File: config.mk
export PLATFORM = sky130hd
export DESIGN_NAME = sram_req_arbiter
export DESIGN_NICKNAME = d
export VERILOG_FILES = /design/src/rtl/sram_req_arbiter.sv
export SDC_FILE = /design/constraint.sdc
export NUM_CORES = 1
export LEC_CHECK = 0
export BUFFER_PORTS_ARGS = -buffer_cell sky130_fd_sc_hd__buf_4
export CAP_MARGIN = 20
export CORE_AREA = 4 4 121 123
export CTS_BUF_LIST = sky130_fd_sc_hd__clkbuf_16
export DETAILED_ROUTE_END_ITERATION = 10
export DIE_AREA = 0 0 125 127
export PLACE_DENSITY = 0.44
export SETUP_SLACK_MARGIN = 0.5
export SLEW_MARGIN = 20
export SYNTH_ARGS = -nofsm -noshare
export SYNTH_HDL_FRONTEND = slang
export SYNTH_SLANG_ARGS = --single-unit
File: constraint.sdc
create_clock -name clk -period 5.15 [get_ports clk]
set_input_delay 0.7725 -clock clk [delete_from_list [all_inputs] [get_ports clk]]
set_output_delay 0.7725 -clock clk [all_outputs]
set_load 0.1 [all_outputs]
File: src/rtl/sram_req_arbiter.sv
// sram_req_arbiter
//   Shares one SRAM-like memory port (req / addr_ok / data_ok handshake) between
//   the instruction-fetch requester (inst_*) and the data requester (data_*).
//   Data has fixed priority over inst. A granted request that has not yet been
//   accepted stays locked on the bus until sram_addr_ok. Every accepted request
//   pushes its source ID into a small in-order FIFO. Each sram_data_ok pops that
//   FIFO and is routed to the owning requester.
//
// Ports
//   clk, resetn            clock, synchronous active-low reset
//   inst_req..inst_wdata   instruction-side request (wr, size, wstrb, addr, wdata)
//   inst_addr_ok           instruction request accepted this cycle
//   inst_data_ok/rdata     instruction response
//   data_req..data_wdata   data-side request, same fields as inst_*
//   data_addr_ok           data request accepted this cycle
//   data_data_ok/rdata     data response
//   sram_req..sram_wdata   muxed request towards the memory bridge
//   sram_addr_ok           memory accepted the request
//   sram_data_ok/rdata     memory response
//   err_unexp              sticky: response arrived with no request outstanding
//
// Lock state
//   locked | meaning
//   0      | bus free, grant follows priority (data over inst)
//   1      | request of lock_id is on the bus waiting for sram_addr_ok
module sram_req_arbiter #(
  parameter int MAX_OUTST = 2,
  parameter int CNT_W     = 2
) (
  input  logic        clk,
  input  logic        resetn,

  input  logic        inst_req,
  input  logic        inst_wr,
  input  logic [1:0]  inst_size,
  input  logic [3:0]  inst_wstrb,
  input  logic [31:0] inst_addr,
  input  logic [31:0] inst_wdata,
  output logic        inst_addr_ok,
  output logic        inst_data_ok,
  output logic [31:0] inst_rdata,

  input  logic        data_req,
  input  logic        data_wr,
  input  logic [1:0]  data_size,
  input  logic [3:0]  data_wstrb,
  input  logic [31:0] data_addr,
  input  logic [31:0] data_wdata,
  output logic        data_addr_ok,
  output logic        data_data_ok,
  output logic [31:0] data_rdata,

  output logic        sram_req,
  output logic        sram_wr,
  output logic [1:0]  sram_size,
  output logic [3:0]  sram_wstrb,
  output logic [31:0] sram_addr,
  output logic [31:0] sram_wdata,
  input  logic        sram_addr_ok,
  input  logic        sram_data_ok,
  input  logic [31:0] sram_rdata,

  output logic        err_unexp
);

  localparam logic ID_INST = 1'b0;
  localparam logic ID_DATA = 1'b1;

  localparam int               PTR_W    = (MAX_OUTST > 1) ? $clog2(MAX_OUTST) : 1;
  localparam logic [PTR_W-1:0] PTR_LAST = PTR_W'(MAX_OUTST - 1);
  localparam logic [CNT_W-1:0] CNT_MAX  = CNT_W'(MAX_OUTST);

  logic                 locked;
  logic                 lock_id;
  logic [CNT_W-1:0]     count;
  logic [PTR_W-1:0]     head;
  logic [PTR_W-1:0]     tail;
  logic [MAX_OUTST-1:0] id_fifo;
  logic                 err_q;

  logic grant;
  logic full;
  logic empty;
  logic push;
  logic pop;
  logic head_id;

  function automatic logic [PTR_W-1:0] next_ptr(input logic [PTR_W-1:0] ptr);
    if (ptr == PTR_LAST)
      return '0;
    else
      return ptr + 1'b1;
  endfunction

  assign full  = (count == CNT_MAX);
  assign empty = (count == '0);

  // A held request keeps its owner even if the other side now asks, so the
  // bus request never changes under the bridge before it is accepted.
  assign grant = locked ? lock_id : (data_req ? ID_DATA : ID_INST);

  // resetn gating keeps every handshake output low while reset is applied.
  assign sram_req = resetn & ~full & (locked | data_req | inst_req);
  assign push     = sram_req & sram_addr_ok;
  assign pop      = resetn & sram_data_ok & ~empty;
  assign head_id  = id_fifo[head];

  assign inst_addr_ok = push & (grant == ID_INST);
  assign data_addr_ok = push & (grant == ID_DATA);

  assign inst_data_ok = pop & (head_id == ID_INST);
  assign data_data_ok = pop & (head_id == ID_DATA);

  assign inst_rdata = sram_rdata;
  assign data_rdata = sram_rdata;

  assign err_unexp = err_q & resetn;

  always_comb begin
    sram_wr    = 1'b0;
    sram_size  = '0;
    sram_wstrb = '0;
    sram_addr  = '0;
    sram_wdata = '0;
    if (sram_req) begin
      if (grant == ID_DATA) begin
        sram_wr    = data_wr;
        sram_size  = data_size;
        sram_wstrb = data_wstrb;
        sram_addr  = data_addr;
        sram_wdata = data_wdata;
      end else begin
        sram_wr    = inst_wr;
        sram_size  = inst_size;
        sram_wstrb = inst_wstrb;
        sram_addr  = inst_addr;
        sram_wdata = inst_wdata;
      end
    end
  end

  // While full, sram_req is low and the lock simply holds its value.
  always_ff @(posedge clk) begin
    if (!resetn) begin
      locked  <= 1'b0;
      lock_id <= ID_INST;
    end else if (sram_req) begin
      locked  <= ~sram_addr_ok;
      lock_id <= grant;
    end
  end

  always_ff @(posedge clk) begin
    if (!resetn) begin
      head    <= '0;
      tail    <= '0;
      count   <= '0;
      id_fifo <= '0;
      err_q   <= 1'b0;
    end else begin
      if (push) begin
        id_fifo[tail] <= grant;
        tail          <= next_ptr(tail);
      end
      if (pop)
        head <= next_ptr(head);
      case ({push, pop})
        2'b10:   count <= count + 1'b1;
        2'b01:   count <= count - 1'b1;
        default: count <= count;
      endcase
      if (sram_data_ok && empty)
        err_q <= 1'b1;
    end
  end

endmodule

# Yosys cells after proc, flatten, opt, wreduce, memory -nomap -nowiden
# Index checks and enable logic that the tools add are counted.
# op_classes
add_sub_neg,4
n_lt_le_gt_ge,3
n_eq_ne,3
n_mux,20
bitwise,17
reduce_logical,4
# op_table
op,n
$mux W32,4
$and A1 B1 Y1,10
$mux W1,9
$mux W4,2
$not A1 Y1,5
$eq A2 B2 Y1 const B,2
$lt A1 B2 Y1 const B,2
$mux W2,2
$pmux W2 S2,1
$add A1 B1 Y1 const B,2
$add A2 B1 Y2 const B,1
$bwmux W2,1
$eq A2 B1 Y1 const B,1
$logic_and A1 B1 Y1,2
$logic_not A2 Y1,1
$or A1 B1 Y1,2
$reduce_bool A2 Y1,1
$sub A2 B1 Y2 const B,1
$demux W1 S1,1
$ge A1 B1 Y1 const B,1
# totals
regBits,9

# Longest topological paths before layout
# Gate-level depths: netlist (run 1).
# logic_depth
depth_word,7
mapped_depth,7
depth_no_buf,6

# Worst setup path before layout (run 1)
# Ideal clock, no wire load.
# synth_timing
path_type,input to output
startpoint,input port data_req
endpoint,output port sram_wdata[22]
arrival_ns,2.747
t_required_ns,4.378
slack_ns,1.630
path_stages,4
path_buffers,1
path_cell_list,mux2i_4 buf_2 nand2_1 a21oi_1
# synth_between
elab_chain_len,4
# synth_lines
element,line_no,rtl
from (decl),43,"input logic data_req,"
$mux W1 / $or A1 B1 Y1 (equally long branches) (2 in a row),"100, 103",
$mux W32 / $and A1 B1 Y1 (equally long branches),"126, 103",
$mux W32 (*),125,if (sram_req) begin
to (decl),58,"output logic [31:0] sram_wdata,"
# Every way passes the cells marked *; elsewhere a longest branch is shown, timed or not.

# Final worst setup path (run 1)
# layout_timing
startpoint,input port data_req
endpoint,output port sram_addr[7]
# layout_between
elab_chain_len,4
# layout_lines
element,line_no,rtl
$mux W1 / $or A1 B1 Y1 (equally long branches) (2 in a row),"100, 103",
$mux W32 / $and A1 B1 Y1 (equally long branches),"126, 103",
$mux W32 (*),125,
to (decl),57,"output logic [31:0] sram_addr,"
# Marked as above.

==> results.py, run 1 <==
metrics = {
    "timing": {
        "fmax_mhz": 279,
        "slew-limit-headroom_pct": 37.2,
        "skew_ns": 0.00105,
        "min_period_over_period_pct": 69.7,
        "setup_viol": 0,
        "fin_ws_ns": 1.56,
        "drv_slew": 0,
        "grt_setup_unrepaired": "false",
        "worst_pin_slew_ns": 0.942,
        "period_needed_ns": 3.59,
        "finalSetupTns_ns": 0,
        "timing.final.hold_violations": 0,
    },
    "yosys": {
        "syn-num-nets": 534,
        "synth_cells": 353,
        "synth.avg_cell_area_um2": 5.73,
        "ys.flop_type": "dfxtp_1",
        "yosysTopAreaCell": "nand2_1",
        "ys_ff_latch": 9,
        "synth_area_leaders": "nand2_1 (27%), buf_4 (24%), a21oi_1 (18%)",
        "yosys_warnings": 0,
        "synth.most_common_cell": "nand2_1",
        "synth_top_area_share_pct": 27.1,
        "synthTopCellsByCount": "nand2_1 (146), a21oi_1 (73), buf_4 (65)",
        "async_flop_share_pct": 0,
        "synth_cell_type_count": 32,
        "netlist_area_um2": 2020,
        "synth-seq-area-share_pct": 8.90,
        "synth_edf_count": 0,
    },
    "route": {
        "drt-total-wl_um": 10500,
        "drc": 0,
        "wl_per_cell_um": 15.5,
        "wl_met3_um": 1140,
        "vias": 2744,
        "wl_met2_um": 5530,
        "viasPerCell": 4.06,
        "topRoutingLayerUsed": "met4",
        "first_pass_iters": 4,
        "drtAntennaViolNets": 0,
        "drt_iter0_markers": 104,
        "drt-met1-wl_um": 3700,
    },
    "finish": {
        "antenna_cells": 0,
        "drive_above_1_share_pct": 47.4,
        "final_cell_area_um2": 3390,
        "area_growth_syn_to_layout_pct": 67.4,
        "nNetsFinal": 678,
    },
    "setup_path": {
        "crit_type": "in -> out",
        "crit_fanout": 48,
        "end_kind": "output pin",
        "crit_path_top_delay_cell": "nand3_2",
        "critPathMostFrequentCell": "buf_4",
        "r2r_start": "locked",
        "critPathLaunch": "data_req",
        "cp-start-kind": "primary input",
        "cp.arrival_ns": 2.82,
        "critPathMaxStageDelay_ns": 0.70,
        "critPathRequiredTime_ns": 4.38,
        "path_buf_inv": 3,
        "crit_family": "buffers and inverters",
        "crit_chain": "buf_4 > or3_4 > nand3_2 > buf_4 > a21oi_1 > buf_4",
    },
    "floorplan": {
        "core_um2": 13700,
        "die_width_um": 125,
        "dieArea_um2": 15900,
        "pin_count": 321,
        "start_util_pct": 14.8,
        "fp.dieH_um": 127,
        "rows": 43,
    },
    "global_route": {
        "overflow": 0,
        "grt_pass1_vias": 2894,
        "grt_pass1_wl_um": 15300,
        "grt_antenna_before_repair": 0,
        "grt_use_total_pct": 11.6,
        "grt_max_degree": 74,
    },
    "power_and_ir_drop": {
        "leakagePower_nw": 1.78,
        "pwr_density_cell_nw_per_um2": 273,
        "p_total_uw": 924,
        "ir_worst_vdd_mv": 0.216,
    },
    "clock_network": {
        "clkSlewWorstSetupHoldPaths_ns": 0.04,
        "clk_latency_ns": 0.23,
        "root_buffer": "clkbuf_16",
        "cts-htree-levels": 1,
        "cts_resized": 0,
        "post-cts-setup-buffers": 0,
        "cts_tree": "built",
        "cts_buffer_depth": 2,
        "cts_num_sinks": 9,
        "cts_made_buffers": 3,
        "ctsHoldBuffers": 0,
    },
    "placed_design": {
        "place_ws_ns": 1.56,
        "io_buffers": 224,
        "gp_congestion": 0.792,
        "placed_area_um2": 3310,
        "post-dp-hpwl_um": 8710,
    },
    "run_status": {
        "status": "finished clean",
    },
    "min_path": {
        "hp-start": "err_q",
        "hold_path.class": "reg -> reg",
    },
    "run": {
        "cap_viol_max_count": 0,
    },
}
==> worst register-to-register path: cells and delay by family, from the launching register on <==
family          cells  cell delay (ns)
compound gates      1             0.25
simple gates        2             1.12
flops               1             0.38
buf+inv             1             0.13
==> cell families (layout without fill, tap and decap cells) <==
kind of cell | Yosys count | in the layout | share of synthesized area [%]
AO/OA/AOI/OAI | 80 | 80 | 20.9
flip-flops | 9 | 9 | 8.90
buffers and inverters | 90 | 233 | 32.6
adder cells (fa/ha/maj) | 1 | 1 | 0.618
XOR/XNOR | 3 | 3 | 1.30
AND/OR/NAND/NOR | 165 | 165 | 32.4
multiplexers | 5 | 5 | 3.34
==> where the power goes <==
part | internal (mW) | switching [mW]
registers | 0.0762 | 0.00734
clock network | 0.101 | 0.0343
logic | 0.182 | 0.522
==> flip-flops by register name, summed over array words and instances (netlist names) <==
name and flops:
count 2, id_fifo 2, err_q 1, head 1, lock_id 1, locked 1
tail 1
==> final timing paths <==
kind	cells after the start	slack (ns)	end
setup / recovery	6	1.56	sram_addr[7]
hold reg to reg	2	0.46	err_q
setup reg to reg	4	3.17	locked
hold / removal	2	0.46	err_q
==> cells in the final DEF (no fill, tap or decap), types with 2 or more instances in the layout <==
master       n
clkbuf_16    3
nand2_1    146
inv_1        3
buf_4      225
xor2_1       2
and2_1       2
dfxtp_1      9
nor2_1       7
a21oi_1     73
nor2b_1      2
mux2i_1      3
==> area by class of cell <==
type / instances / area [um^2]
Clock buffer: 3 / 75.1
Clock inverter: 1 / 3.75
Fill cell: 1566 / 10300
Inverter: 3 / 11.3
Multi-Input combinational cell: 254 / 1180
Sequential cell: 9 / 180
Tap cell: 180 / 225
Timing Repair Buffer: 226 / 1710
==> per-stage QoR <==
step / instances / utilization [%] / hold WS, ns
final: 676 / 24.8 / 0.464
after global routing: 676 / 24.8 / 0.494
after CTS: 676 / 24.8 / 0.473
after detailed placement: 672 / 24.2 / 0.465
after global placement: 672 / 24.2 / 0.450
after floorplan: 353 / - / 0.429
==> per-layer routing <==
layer	GRT usage, %	vias to the layer above
li1	-	1357
met1	12.1	1179
met2	22.2	194
met3	4.52	14
met4	1.85	0
met5	0.619	-
(Power assumes the default switching activity.)
==> inputs of run 2 (changes only) <==
--- a/config.mk
+++ b/config.mk
@@ -5,13 +5,14 @@
 export SDC_FILE = /design/constraint.sdc
 export NUM_CORES = 1
 export LEC_CHECK = 0
+export ABC_AREA = 1
 export BUFFER_PORTS_ARGS = -buffer_cell sky130_fd_sc_hd__buf_4
 export CAP_MARGIN = 20
-export CORE_AREA = 4 4 121 123
+export CORE_AREA = 4 4 122 124
 export CTS_BUF_LIST = sky130_fd_sc_hd__clkbuf_16
 export DETAILED_ROUTE_END_ITERATION = 10
-export DIE_AREA = 0 0 125 127
-export PLACE_DENSITY = 0.44
+export DIE_AREA = 0 0 126 128
+export PLACE_DENSITY = 0.45
 export SETUP_SLACK_MARGIN = 0.5
 export SLEW_MARGIN = 20
 export SYNTH_ARGS = -nofsm -noshare
==> constraint.sdc (replaced) <==
create_clock -name clk -period 3.5 [get_ports clk]
set_input_delay 0.525 -clock clk [delete_from_list [all_inputs] [get_ports clk]]
set_output_delay 0.525 -clock clk [all_outputs]
set_load 0.1 [all_outputs]
==> results.py, run 2 <==
metrics = {
    "setup_path": {
        "end_kind": "output pin",
        "cp-start-kind": "flop",
        "crit_type": "reg -> out",
        "cp.arrival_ns": 2.10,
        "crit_fanout": 39,
        "critPathRequiredTime_ns": 2.97,
    },
    "global_route": {
        "grt_pass1_wl_um": 14500,
        "grt_pass1_vias": 2772,
        "grt_max_degree": 46,
        "overflow": 0,
        "grt_use_total_pct": 10.7,
        "grt_antenna_before_repair": 0,
    },
    "clock_network": {
        "clkSlewWorstSetupHoldPaths_ns": 0.04,
        "cts_made_buffers": 3,
        "cts-htree-levels": 1,
        "cts_num_sinks": 9,
        "root_buffer": "clkbuf_16",
        "clk_latency_ns": 0.23,
        "post-cts-setup-buffers": 0,
        "cts_tree": "built",
        "cts_buffer_depth": 2,
        "ctsHoldBuffers": 0,
        "cts_resized": 0,
    },
    "finish": {
        "final_common_cell": "buf_4",
        "drive_above_1_share_pct": 60.8,
        "final_cell_mix": "buf_4 (228), nand2_1 (157), a21oi_2 (71)",
        "antenna_cells": 0,
        "nFillCells": 1563,
        "register_area_um2": 180,
        "multiInputGateArea_um2": 1390,
        "nNetsFinal": 697,
        "area_growth_syn_to_layout_pct": 58.6,
        "top_regs": "count: 2 flops, id_fifo: 2 flops",
    },
    "timing": {
        "grt_setup_unrepaired": "false",
        "min_period_over_period_pct": 74.9,
        "fmax_mhz": 381,
        "slew-limit-headroom_pct": 55.3,
        "drv_slew": 0,
        "period_needed_ns": 2.62,
        "setup_viol": 0,
        "skew_ns": 0.000651,
        "timing.final.hold_violations": 0,
        "finalSetupTns_ns": 0,
        "worst_pin_slew_ns": 0.671,
    },
    "yosys": {
        "synth_cell_type_count": 20,
        "syn-num-nets": 550,
        "synth_cells": 369,
        "synthTopCellsByCount": "nand2_1 (158), a21oi_2 (70), buf_4 (66)",
        "ys.flop_type": "dfxtp_1",
        "async_flop_share_pct": 0,
        "synth.most_common_cell": "nand2_1",
        "yosys_warnings": 0,
        "synth_edf_count": 0,
        "synth_area_leaders": "a21oi_2 (26%), nand2_1 (26%), buf_4 (21%)",
        "netlist_area_um2": 2320,
        "synth-seq-area-share_pct": 7.78,
        "ys_ff_latch": 9,
        "yosysTopAreaCell": "a21oi_2",
        "synth.avg_cell_area_um2": 6.28,
        "synth_top_area_share_pct": 26.5,
    },
    "floorplan": {
        "pin_count": 321,
        "rows": 43,
        "fp.dieH_um": 128,
        "dieArea_um2": 16100,
        "start_util_pct": 16.8,
        "core_um2": 13800,
        "die_width_um": 126,
    },
    "power_and_ir_drop": {
        "leakagePower_nw": 1.83,
        "pwr_density_cell_nw_per_um2": 373,
        "ir_worst_vdd_mv": 0.232,
        "p_total_mw": 1.37,
    },
    "run_status": {
        "status": "finished clean",
    },
    "route": {
        "vias": 2839,
        "drt_iter0_markers": 49,
        "drc": 0,
        "wl_per_cell_um": 14.1,
        "drtAntennaViolNets": 0,
        "drt-total-wl_um": 9770,
        "first_pass_iters": 5,
        "viasPerCell": 4.08,
    },
    "placed_design": {
        "gp_congestion": 0.846,
        "io_buffers": 224,
        "post-dp-hpwl_um": 8150,
    },
    "min_path": {
        "hold_path.class": "reg -> reg",
    },
    "run": {
        "cap_viol_max_count": 0,
    },
}
## run 2: cell types whose count changed in the layout (fill, tap and decap cells not counted), moves of 3 or more
cell,before,now
buf_4,225,228
inv_1,3,10
nor2_1,7,11
a21oi_2,0,71
mux2i_1,3,0
a21oi_1,73,6
nand2_1,146,157
## run 2: final cells by class
type / count / area share (%)
clock inverters: 1 / 0.102
flip-flops and latches: 9 / 4.90
multi-input cells: 260 / 37.9
repair buffers: 230 / 47.7
inverters: 12 / 1.23
well taps: 180 / 6.13
clock buffers: 3 / 2.04
## run 2: metrics by stage
| step | area, um^2 | hold WS, ns | utilization [%] | setup WS [ns] | cells |
|---|---|---|---|---|---|
| final | 3670 | 0.451 | 26.7 | 0.878 | 695 |
| after global routing | 3670 | 0.490 | 26.7 | 0.730 | 695 |
| after CTS | 3670 | 0.459 | 26.7 | 0.856 | 695 |
| after detailed placement | 3600 | 0.450 | 26.1 | 0.861 | 691 |
| after global placement | 3600 | 0.439 | 26.1 | 0.899 | 691 |
| after floorplan | 2330 | 0.419 | - | 0.413 | 369 |
## run 2: path summary, 6_finish.rpt
| kind | endpoint | cells after the start | start | slack (ns) |
|---|---|---|---|---|
| worst max-delay path | sram_addr[5] | 6 | count[0] | 0.88 |
| worst min-delay path | err_q | 2 | err_q | 0.45 |
| worst max register to register | count[1] | 9 | locked | 1.30 |
| worst min register to register | err_q | 2 | err_q | 0.45 |
## run 2: worst max-delay path, stage by stage, from the launching register on
cell     delay [ns]
dfxtp_1        0.40
inv_2          0.08
a21oi_4        0.17
nand2_4        0.36
buf_12         0.34
a21oi_2        0.13
buf_4          0.30
## run 2: kinds of logic (layout without fill, tap and decap cells)
family	count (synthesis)	count (layout)	share of synthesized area (%)
and+or+nand+nor	177	177	29.3
buffers and inverters	100	246	32.8
AOI/OAI and AO/OA	82	82	29.6
DFF	9	9	7.78
adders and majority gates	1	1	0.540
## run 2: per-layer routing
metal | track usage [%] | share of wire, % | wire length, um
met5 | 0 | 0 | 0
met4 | 1.07 | 0.68 | 66
met3 | 4.04 | 11 | 1120
met2 | 19.4 | 49 | 4830
met1 | 12.4 | 38 | 3760
## run 2: where the power goes
part           switching [mW]  internal [mW]
logic                   0.781          0.277
registers             0.00609          0.112
clock network          0.0484          0.149
